==> src/rtl/vgacon_buf_arbiter_if.sv <==
// Character-buffer access bundle: scanout fetch, CPU byte access,
// screen fill control and the starvation flag.
interface vgacon_buf_arbiter_if #(
  parameter int AW = 7
);
  logic          vid_req;
  logic [AW-1:0] vid_addr;
  logic [7:0]    vid_data;
  logic          vid_valid;

  logic          cpu_req;
  logic          cpu_we;
  logic [AW-1:0] cpu_addr;
  logic [7:0]    cpu_wdata;
  logic [7:0]    cpu_rdata;
  logic          cpu_ack;

  logic          fill_start;
  logic [7:0]    fill_value;
  logic          fill_busy;

  logic          starve_flag;
  logic          starve_clr;

  modport master (
    output vid_req, vid_addr, cpu_req, cpu_we, cpu_addr, cpu_wdata,
           fill_start, fill_value, starve_clr,
    input  vid_data, vid_valid, cpu_rdata, cpu_ack, fill_busy, starve_flag
  );

  modport slave (
    input  vid_req, vid_addr, cpu_req, cpu_we, cpu_addr, cpu_wdata,
           fill_start, fill_value, starve_clr,
    output vid_data, vid_valid, cpu_rdata, cpu_ack, fill_busy, starve_flag
  );
endinterface

==> src/rtl/vgacon_buf_arbiter.sv <==
// VGA console character buffer: single-port byte RAM shared by scanout,
// CPU and the fill sequencer. Scanout wins unless the CPU side has waited
// MAX_WAIT cycles, in which case the scanout fetch is dropped and flagged.
//
// state | meaning
// IDLE  | CPU request or fill start may be accepted
// ACK   | CPU access completes, cpu_ack high, cpu_req ignored
// FILL  | fill sequencer writes one cell per granted slot
module vgacon_buf_arbiter #(
  parameter int DEPTH    = 96,
  parameter int AW       = 7,
  parameter int MAX_WAIT = 8
) (
  input  logic                 clk_i,
  input  logic                 rst_i,
  vgacon_buf_arbiter_if.slave  bus_if
);

  typedef enum logic [1:0] {IDLE, ACK, FILL} state_e;

  state_e        state_q, state_d;
  logic [7:0]    wait_cnt_q, wait_cnt_d;
  logic [AW-1:0] fill_ptr_q, fill_ptr_d;
  logic [7:0]    fill_val_q, fill_val_d;
  logic          starve_q, starve_d;
  logic          vid_valid_q;
  logic [7:0]    vid_data_q;
  logic [7:0]    cpu_rdata_q;
  logic [7:0]    mem_q [DEPTH];

  logic          fill_acc;
  logic          cpu_pend;
  logic          forced;
  logic          vid_gnt;
  logic          fill_gnt;
  logic          cpu_gnt;
  logic [AW-1:0] ram_addr;
  logic          ram_we;
  logic [7:0]    ram_wdata;
  logic          in_range;
  logic [7:0]    rd_byte;

  // Arbitration, RAM port mux and next-state logic.
  always_comb begin
    state_d    = state_q;
    fill_ptr_d = fill_ptr_q;
    fill_val_d = fill_val_q;
    wait_cnt_d = wait_cnt_q;
    starve_d   = starve_q;

    // A fill start beats a simultaneous CPU request, so it also blocks the forced grant.
    fill_acc = (state_q == IDLE) && bus_if.fill_start;
    cpu_pend = (state_q == FILL) || ((state_q == IDLE) && bus_if.cpu_req);
    forced   = cpu_pend && !fill_acc && (wait_cnt_q == 8'(MAX_WAIT));
    vid_gnt  = bus_if.vid_req && !forced;
    fill_gnt = (state_q == FILL) && !vid_gnt;
    cpu_gnt  = (state_q == IDLE) && bus_if.cpu_req && !fill_acc && !vid_gnt;

    if (vid_gnt)       ram_addr = bus_if.vid_addr;
    else if (fill_gnt) ram_addr = fill_ptr_q;
    else               ram_addr = bus_if.cpu_addr;

    in_range  = ({1'b0, ram_addr} < (AW+1)'(DEPTH));
    ram_wdata = fill_gnt ? fill_val_q : bus_if.cpu_wdata;
    // No writes land on a reset cycle so an aborted fill stops cleanly.
    ram_we    = !rst_i && in_range && (fill_gnt || (cpu_gnt && bus_if.cpu_we));
    rd_byte   = in_range ? mem_q[ram_addr] : 8'h00;

    if (!cpu_pend || fill_gnt || cpu_gnt) wait_cnt_d = 8'h00;
    else                                  wait_cnt_d = wait_cnt_q + 8'h01;

    if (forced && bus_if.vid_req) starve_d = 1'b1;
    else if (bus_if.starve_clr)   starve_d = 1'b0;

    case (state_q)
      IDLE: begin
        if (fill_acc) begin
          state_d    = FILL;
          fill_ptr_d = '0;
          fill_val_d = bus_if.fill_value;
        end else if (cpu_gnt) begin
          state_d = ACK;
        end
      end
      ACK: state_d = IDLE;
      FILL: begin
        if (fill_gnt) begin
          fill_ptr_d = fill_ptr_q + 1'b1;
          if (fill_ptr_q == AW'(DEPTH-1)) state_d = IDLE;
        end
      end
      default: state_d = IDLE;
    endcase
  end

  // FSM and arbitration state registers.
  always_ff @(posedge clk_i) begin
    if (rst_i) begin
      state_q    <= IDLE;
      wait_cnt_q <= 8'h00;
      fill_ptr_q <= '0;
      fill_val_q <= 8'h00;
      starve_q   <= 1'b0;
    end else begin
      state_q    <= state_d;
      wait_cnt_q <= wait_cnt_d;
      fill_ptr_q <= fill_ptr_d;
      fill_val_q <= fill_val_d;
      starve_q   <= starve_d;
    end
  end

  // Read-data registers; each holds its last byte between accesses.
  always_ff @(posedge clk_i) begin
    if (rst_i) begin
      vid_valid_q <= 1'b0;
      vid_data_q  <= 8'h00;
      cpu_rdata_q <= 8'h00;
    end else begin
      vid_valid_q <= vid_gnt;
      if (vid_gnt) vid_data_q <= rd_byte;
      if (cpu_gnt && !bus_if.cpu_we) cpu_rdata_q <= rd_byte;
    end
  end

  // Buffer RAM; contents survive reset.
  always_ff @(posedge clk_i) begin
    if (ram_we) mem_q[ram_addr] <= ram_wdata;
  end

  assign bus_if.vid_valid   = vid_valid_q;
  assign bus_if.vid_data    = vid_data_q;
  assign bus_if.cpu_rdata   = cpu_rdata_q;
  assign bus_if.cpu_ack     = (state_q == ACK);
  assign bus_if.fill_busy   = (state_q == FILL);
  assign bus_if.starve_flag = starve_q;

endmodule

==> src/flat_wrapper.sv <==
// flat-port wrapper written by rule: the top's interface ports become plain ports
module vgacon_buf_arbiter_flat 
#(
  parameter int DEPTH    = 96,
  parameter int AW       = 7,
  parameter int MAX_WAIT = 8
)
  (clk_i, rst_i, bus_if_vid_req, bus_if_vid_addr, bus_if_cpu_req, bus_if_cpu_we, bus_if_cpu_addr, bus_if_cpu_wdata, bus_if_fill_start, bus_if_fill_value, bus_if_starve_clr, bus_if_vid_data, bus_if_vid_valid, bus_if_cpu_rdata, bus_if_cpu_ack, bus_if_fill_busy, bus_if_starve_flag);
  vgacon_buf_arbiter_if #(.AW(AW)) bus_if_i ();
  input  logic clk_i;
  input  logic rst_i;
  input wire logic [$bits(bus_if_i.vid_req)-1:0] bus_if_vid_req;
  input wire logic [$bits(bus_if_i.vid_addr)-1:0] bus_if_vid_addr;
  input wire logic [$bits(bus_if_i.cpu_req)-1:0] bus_if_cpu_req;
  input wire logic [$bits(bus_if_i.cpu_we)-1:0] bus_if_cpu_we;
  input wire logic [$bits(bus_if_i.cpu_addr)-1:0] bus_if_cpu_addr;
  input wire logic [$bits(bus_if_i.cpu_wdata)-1:0] bus_if_cpu_wdata;
  input wire logic [$bits(bus_if_i.fill_start)-1:0] bus_if_fill_start;
  input wire logic [$bits(bus_if_i.fill_value)-1:0] bus_if_fill_value;
  input wire logic [$bits(bus_if_i.starve_clr)-1:0] bus_if_starve_clr;
  output wire logic [$bits(bus_if_i.vid_data)-1:0] bus_if_vid_data;
  output wire logic [$bits(bus_if_i.vid_valid)-1:0] bus_if_vid_valid;
  output wire logic [$bits(bus_if_i.cpu_rdata)-1:0] bus_if_cpu_rdata;
  output wire logic [$bits(bus_if_i.cpu_ack)-1:0] bus_if_cpu_ack;
  output wire logic [$bits(bus_if_i.fill_busy)-1:0] bus_if_fill_busy;
  output wire logic [$bits(bus_if_i.starve_flag)-1:0] bus_if_starve_flag;
  assign bus_if_i.vid_req = bus_if_vid_req;
  assign bus_if_i.vid_addr = bus_if_vid_addr;
  assign bus_if_i.cpu_req = bus_if_cpu_req;
  assign bus_if_i.cpu_we = bus_if_cpu_we;
  assign bus_if_i.cpu_addr = bus_if_cpu_addr;
  assign bus_if_i.cpu_wdata = bus_if_cpu_wdata;
  assign bus_if_i.fill_start = bus_if_fill_start;
  assign bus_if_i.fill_value = bus_if_fill_value;
  assign bus_if_i.starve_clr = bus_if_starve_clr;
  assign bus_if_vid_data = bus_if_i.vid_data;
  assign bus_if_vid_valid = bus_if_i.vid_valid;
  assign bus_if_cpu_rdata = bus_if_i.cpu_rdata;
  assign bus_if_cpu_ack = bus_if_i.cpu_ack;
  assign bus_if_fill_busy = bus_if_i.fill_busy;
  assign bus_if_starve_flag = bus_if_i.starve_flag;
  vgacon_buf_arbiter #(.DEPTH(DEPTH), .AW(AW), .MAX_WAIT(MAX_WAIT)) u_core (.clk_i(clk_i), .rst_i(rst_i), .bus_if(bus_if_i));
endmodule
==> config.mk <==
export PLATFORM = sky130hd
export DESIGN_NAME = vgacon_buf_arbiter_flat
export DESIGN_NICKNAME = d
export VERILOG_FILES = /design/src/rtl/vgacon_buf_arbiter_if.sv /design/src/rtl/vgacon_buf_arbiter.sv /design/src/flat_wrapper.sv
export SDC_FILE = /design/constraint.sdc
export NUM_CORES = 1
export LEC_CHECK = 0
export ABC_AREA = 1
export BUFFER_PORTS_ARGS = -buffer_cell sky130_fd_sc_hd__buf_2
export CAP_MARGIN = 20
export CORE_MARGIN = 4
export CORE_UTILIZATION = 50
export DETAILED_ROUTE_END_ITERATION = 7
export PLACE_DENSITY_LB_ADDON = 0.1
export SLEW_MARGIN = 10
export SYNTH_ARGS = -nofsm -noshare
export SYNTH_HDL_FRONTEND = slang
export SYNTH_SLANG_ARGS = --single-unit
==> constraint.sdc <==
create_clock -name clk_i -period 5.6 [get_ports clk_i]
set_input_delay 0.28 -clock clk_i [delete_from_list [all_inputs] [get_ports clk_i]]
set_output_delay 0.28 -clock clk_i [all_outputs]
set_load 0.02 [all_outputs]
=== After elaboration in Yosys (flattened, before gate mapping) ===
Memory sizes are Yosys's and may differ from the RTL's.
Index checks and enable logic that the tools add are counted.

* $add $sub $neg: 2
* Equality and inequality tests: 8
* Mux-type cells: 16
* Reductions and logical operators: 30
* Order comparisons: 1

{| class="wikitable"
|+ Operators by type and width
! cell !! count
|-
| $mux W7 || 4
|-
| $mux W8 || 2
|-
| $pmux W7 S2 || 1
|-
| $logic_and A1 B1 Y1 || 13
|-
| $add A8 B1 Y8 const B || 1
|-
| $eq A8 B4 Y1 const B || 1
|-
| $mux W2 || 4
|-
| $add A7 B1 Y7 const B || 1
|-
| $eq A7 B7 Y1 const B || 1
|-
| $lt A7 B7 Y1 const B || 1
|-
| $logic_not A1 Y1 || 6
|-
| $ne A2 B1 Y1 const B || 3
|-
| $reduce_and A3 Y1 || 2
|-
| $logic_or A1 B1 Y1 || 4
|-
| $mux W1 || 4
|-
| $pmux W2 S2 || 1
|-
| $reduce_bool A2 Y1 || 2
|-
| $ne A3 B1 Y1 const B || 1
|-
| $eq A2 B1 Y1 const B || 1
|-
| $eq A2 B2 Y1 const B || 1
|-
| $logic_not A2 Y1 || 1
|-
| $reduce_and A2 Y1 || 1
|-
| $reduce_or A2 Y1 || 1
|}

* Bits in writable memories: 768
* Output and inout port bits: 20
* Memories: 1
* Register bits: 43

{| class="wikitable"
|+ Memory list
! memory !! depth !! width !! read ports !! clocked after memory_dff !! write ports !! line !! source
|-
| u_core.mem_q || 96 || 8 || 1 || 0 || 1 || vgacon_buf_arbiter.sv:29 || <nowiki>logic [7:0] mem_q [DEPTH];</nowiki>
|}

=== Logic depth before layout (Yosys ltp) ===
* Depth after elaboration: 16
* Mapped depth: 24
* Depth with buffers taken out: 21

=== Worst setup path after synthesis ===
OpenSTA, ideal clock, no wires.

* Path type: reg2reg
* Start point: register u_core.wait_cnt_q[0]
* End point: memory u_core.mem_q[0][0] (data pin)
* Cell stages (with the launch flop): 12
* Setup time: 0.434 ns
* Setup slack: 2.618 ns
* Data arrival time: 2.548 ns
* Path buffers: 1
* Path through: dfxtp_1 -> inv_1 -> ha_1 -> nand3_1 -> nor2_1 -> nand2_2 -> nand2_4 -> buf_4 -> inv_2 -> nor2_4 -> nand2_1 -> nand2_1

* Word-level cells in the longest chain between the ends: 7

{| class="wikitable"
|+ Ends and longest elaborated chain
! what !! line !! source
|-
| start: declaration || vgacon_buf_arbiter.sv:22 || <nowiki>logic [7:0] wait_cnt_q, wait_cnt_d;</nowiki>
|-
| start signal: assignment || vgacon_buf_arbiter.sv:106 || <nowiki>wait_cnt_q <= wait_cnt_d;</nowiki>
|-
| $eq A8 B4 Y1 || vgacon_buf_arbiter.sv:54 || <nowiki>forced = cpu_pend && !fill_acc && (wait_cnt_q == 8'(MAX_WAIT));</nowiki>
|-
| $logic_and A1 B1 Y1 || vgacon_buf_arbiter.sv:54 ||
|-
| $logic_not A1 Y1 || vgacon_buf_arbiter.sv:55 || <nowiki>vid_gnt = bus_if.vid_req && !forced;</nowiki>
|-
| $logic_and A1 B1 Y1 || vgacon_buf_arbiter.sv:55 ||
|-
| $logic_not A1 Y1 || vgacon_buf_arbiter.sv:56 || <nowiki>fill_gnt = (state_q == FILL) && !vid_gnt;</nowiki>
|-
| $logic_and A1 B1 Y1 || vgacon_buf_arbiter.sv:56 ||
|-
| $mux W8 || vgacon_buf_arbiter.sv:64 || <nowiki>ram_wdata = fill_gnt ? fill_val_q : bus_if.cpu_wdata;</nowiki>
|-
| named net u_core.ram_wdata[0] || vgacon_buf_arbiter.sv:39 || <nowiki>logic [7:0] ram_wdata;</nowiki>
|-
| end: declaration || vgacon_buf_arbiter.sv:29 ||
|}

The timed path passes the listed nets, and every way through them passes these cells.

=== Worst setup path after layout ===
* Start point: register u_core.state_q[0]
* End point: memory u_core.mem_q[81][1], enable pin

* Word-level cells in the longest chain between the ends: 16
* Elaborated cells between the ends (all ways): 23
* Classes of those cells: order compare: 1; eq/ne: 1; mux: 4; reduce/logical: 17

{| class="wikitable"
|+ Ends and longest elaborated chain
! what !! line !! source
|-
| start: declaration || vgacon_buf_arbiter.sv:21 || <nowiki>state_e state_q, state_d;</nowiki>
|-
| start signal: assignment || vgacon_buf_arbiter.sv:105 || <nowiki>state_q <= state_d;</nowiki>
|-
| $logic_not A2 Y1 || vgacon_buf_arbiter.sv:52, vgacon_buf_arbiter.sv:53, vgacon_buf_arbiter.sv:57 ||
|-
| $logic_and A1 B1 Y1 (on tied branches) || vgacon_buf_arbiter.sv:53, vgacon_buf_arbiter.sv:57, vgacon_buf_arbiter.sv:52 ||
|-
| $logic_or A1 B1 Y1 / $logic_not A1 Y1 (equally long branches) || vgacon_buf_arbiter.sv:53, vgacon_buf_arbiter.sv:54, vgacon_buf_arbiter.sv:57 ||
|-
| $logic_and A1 B1 Y1 (2 in a row) || vgacon_buf_arbiter.sv:54 ||
|-
| $logic_not A1 Y1 || vgacon_buf_arbiter.sv:55 ||
|-
| $logic_and A1 B1 Y1 || vgacon_buf_arbiter.sv:55 ||
|-
| $logic_not A1 Y1 || vgacon_buf_arbiter.sv:56, vgacon_buf_arbiter.sv:57 ||
|-
| $logic_and A1 B1 Y1 || vgacon_buf_arbiter.sv:56 ||
|-
| $mux W7 || vgacon_buf_arbiter.sv:60 || <nowiki>else if (fill_gnt) ram_addr = fill_ptr_q;</nowiki>
|-
| $mux W7 || vgacon_buf_arbiter.sv:59 || <nowiki>if (vid_gnt) ram_addr = bus_if.vid_addr;</nowiki>
|-
| $lt A7 B7 Y1 || vgacon_buf_arbiter.sv:63 || <nowiki>in_range = ({1'b0, ram_addr} < (AW+1)'(DEPTH));</nowiki>
|-
| $logic_and A1 B1 Y1 (2 in a row) || vgacon_buf_arbiter.sv:66 || <nowiki>ram_we = !rst_i && in_range && (fill_gnt || (cpu_gnt && bus_if.cpu_we));</nowiki>
|-
| $mux W1 || vgacon_buf_arbiter.sv:128 || <nowiki>if (ram_we) mem_q[ram_addr] <= ram_wdata;</nowiki>
|-
| $mux W1 (not written as such) || vgacon_buf_arbiter.sv:128 ||
|}

Parallel ways exist; a longest one is shown, timed or not.

==> results.yml <==
status:
  run_status: "completed"
hold_path:
  min_to: "u_core.bus_if.vid_valid"
  hp-class: "in -> reg"
  worst_hold_startpoint: "bus_if_vid_req"
  hold_depth: 3
worst_setup_path:
  r2r_slack_ns: 0.95
  crit_path_max_incr_delay_ns: 0.92
  critical_path.max_fanout: 17
  slowest_library_cell_on_the_worst_path: "sky130_fd_sc_hd__nor2_1"
  cp_common_cell: "sky130_fd_sc_hd__nor2_4"
  worst_ep_arrival_time_ns: 4.90
  worst-setup-path-type: "reg -> reg"
  cp_data_required_time_ns: 5.85
  critical_path.startpoint_type: "flop"
  cpLargestDelayFamily: "simple AND/OR/NAND/NOR gates"
  worstSetupEndpointType: "flop"
  rr_worst_depth: 11
  crit-reg2reg-capture: "u_core.mem_q[81][1]"
  worstPathCellList: "inv_2 > nand2_2 > nor2_4 > nor2_4 > nand2_2 > nand2_4 > o21ai_1 > nor2_1 > nor2_4 > nand4_1 > nor2_1"
  rr_startpoint: "u_core.state_q[0]"
  worstPathBufferInverterCount: 1
cells_and_area:
  utilization_pct: 56.6
  finalNetCount: 3558
  finish.instance_area_um2: 39100
  fillCellCount: 6003
  layout-drive-gt1-share_pct: 7.44
  fin_cells: 4521
  area.growth.synth_to_final_pct: 11.6
floorplanning:
  placeableCoreArea_um2: 69100
  dieHeight_um: 273
  fp.dieW_um: 273
  floorplan.die_area_um2: 74400
  rows: 96
  ioPinCount: 57
  initial_utilization_pct: 50.8
global_route:
  gr-total-overflow: 0
  antenna_found_initial: 0
  pin_count_of_the_biggest_net_entering_global_routing: 154
  number_of_global_route_vias_before_repair: 23400
  global_route.usage.total_pct: 24.8
  grt_pass1_wl_um: 141000
sta:
  slew_viol_final: 0
  setup_viol: 0
  slew_headroom_pct: 26.2
  tightestPinTransition_ns: 1.10
  unrepaired_setup_endpoints_after_global_routing: "no"
  max_clock_freq_ghz: 0.215
  clock-skew-final_ns: 0.0211
  min_period_over_period_pct: 83.0
  worst_hold_slack_ns: 0.144
  post-route-min-period_ns: 4.65
  fin_setup_tns_ns: 0
  final_hold_viol_count: 0
yosys:
  netlist_instances: 3485
  netlist-cell-type-count: 37
  synth_top_cell_by_area: "sky130_fd_sc_hd__edfxtp_1"
  syn_std_cell_area_um2: 35100
  synth_commonest_cells: "sky130_fd_sc_hd__nand2_1 (1359), sky130_fd_sc_hd__edfxtp_1 (768), sky130_fd_sc_hd__nor2_1 (316), sky130_fd_sc_hd__inv_1 (288), sky130_fd_sc_hd__o21ai_1 (194)"
  synth_top_cells_by_area: "sky130_fd_sc_hd__edfxtp_1 (66%), sky130_fd_sc_hd__nand2_1 (15%), sky130_fd_sc_hd__nor2_1 (3.4%)"
  synth-seq-area-share_pct: 68.2
  syn-mean-instance-area_um2: 10.1
  async_reset_ff_share_pct: 0
  ys_dominant_reg_cell: "sky130_fd_sc_hd__edfxtp_1"
  synth_most_common_cell: "sky130_fd_sc_hd__nand2_1"
  synth_warnings: 0
  number_of_enable_type_register_cells_in_the_synthesized_netlist: 768
  seq_cells_post_synth: 811
  synthesis.nets: 3525
  yosys.area.top_type_share_pct: 65.8
placed_design:
  place.detailed.instances: 4349
  place.detailed.hpwl_um: 54800
  placement.io_buffers: 56
  placedInstanceArea_um2: 36200
  gp_routability_congestion: 0.915
clock_tree:
  cts-root-to-sink-buffers: 3
  cts_inserted_buffers: 85
  htree_depth: 3
  clock_sinks: 811
  root_buffer: "sky130_fd_sc_hd__clkbuf_16"
  number_of_buffers_added_to_fix_hold_violations_after_cts: 11
  worst_skew_pair.late_latency_ns: 0.64
  tritoncts: "built"
  post_cts.repair.setup_buffers: 0
  ctsResizeCount: 0
  clock_transition_at_path_regs_ns: 0.06
detailed_routing:
  dr_total_vias: 24300
  routed_via_density: 5.37
  drc: 0
  drtAntennaViolNets: 0
  avgRoutedWirePerCell_um: 20.6
  number_of_detailed_route_iterations_in_the_first_pass: 6
  drt_first_iter_violations: 2473
  finalWirelength_um: 93300
power_and_ir_drop:
  ir_drop_mv: 0.238
  power_report.internal_total_mw: 10.3
  comb_power_share_pct: 10.6
  power.share.switching_pct: 25.2
  seq_power_share_pct: 48.8
  power_switching_mw: 3.48
  power_density_nw_per_um2: 352
  portion_of_total_power_attributed_to_the_clock_network_pct: 40.6
  power_leakage_nw: 15.7
run:
  maxCapViolCount: 0
==> cells by family (layout without fill, tap and decap cells) <==
family / Yosys count / in the layout / share of synthesized area, %
and+or+nand+nor: 1813 / 1813 / 20.4
other: 0 / 1 / 0
xor gates and xnor gates: 4 / 4 / 0.0999
adders and majority gates: 3 / 3 / 0.107
DFF: 811 / 811 / 68.2
AOI/OAI and AO/OA: 385 / 385 / 5.63
buffers and inverters: 469 / 573 / 5.54
==> metrics by stage <==
stage	worst slack [ns]	total power, mW
2_1_floorplan	2.62	7.79
3_3_place_gp	0.858	8.29
3_5_place_dp	0.828	8.30
4_1_cts	0.797	13.9
5_1_grt	0.813	14.3
6_report	0.952	13.8
==> registers in the layout (all words and copies together), names as in the netlist <==
signal,cells
u_core.bus_if.cpu_rdata,8
u_core.bus_if.starve_flag,1
u_core.bus_if.vid_data,8
u_core.bus_if.vid_valid,1
u_core.fill_ptr_q,7
u_core.fill_val_q,8
u_core.mem_q,768
u_core.state_q,2
u_core.wait_cnt_q,8
==> worst max-delay path by stage <==
stage,slack (ns),to,from,cells past startpoint
CTS,0.80,u_core.mem_q[81][6],u_core.state_q[0],10
global placement,0.86,u_core.mem_q[81][1],u_core.wait_cnt_q[0],10
floorplan,2.62,u_core.mem_q[0][0],u_core.wait_cnt_q[0],11
detailed placement,0.83,u_core.mem_q[81][3],u_core.state_q[0],10
finish,0.95,u_core.mem_q[81][1],u_core.state_q[0],11
global route,0.81,u_core.mem_q[81][6],u_core.state_q[0],11
==> cell usage in the layout, fill, tap and decap left out, drive strengths merged <==
cell,n
nand2,1364
edfxtp,768
o21ai,343
nor2,326
inv,298
clkbuf,108
buf,108
nand3,66
dfxtp,43
clkinv,37
nand3b,33
a21oi,24
nand4,13
dlygate4sd3,11
o21bai,9
bufinv,8
nor3,7
o211ai,4
o22ai,4
xor2,3
ha,3
clkinvlp,3
nor3b,2
diode,1
xnor2,1
a211oi,1
or2,1
nor4,1
==> cell type report <==
type	instances	area, um^2	share of cell area [%]
diodes	1	2.50	0.00640
clock buffers	108	2280	5.84
clock inverters	50	454	1.16
inverters	296	1120	2.86
multi-input cells	2205	9320	23.8
flip-flops and latches	811	23900	61.2
well taps	931	1160	2.98
repair buffers	119	856	2.19
==> power by group through the flow <==
stage	sequential, mW	clock, mW	combinational [mW]
after floorplan	6.88	0	0.912
after global placement	6.86	0	1.43
after detailed placement	6.86	0	1.44
after CTS	6.73	5.67	1.45
after global routing	6.73	5.91	1.61
final	6.73	5.59	1.47
==> metal layers <==
layer / GRT usage (%) / share of wire (%) / up-vias
met1: 34.5 / 43 / 11600
li1: - / - / 11500
met3: 4.53 / 7.8 / 158
met2: 40.1 / 46 / 988
met4: 7.65 / 3.0 / 0
met5: 0 / 0 / -
==> worst min-delay path, cell delays in order <==
cell and delay (ns):
sky130_fd_sc_hd__buf_2 0.14, sky130_fd_sc_hd__nand2_4 0.24, sky130_fd_sc_hd__nor2_1 0.06
No activity file was read; power rests on OpenSTA's default activity.
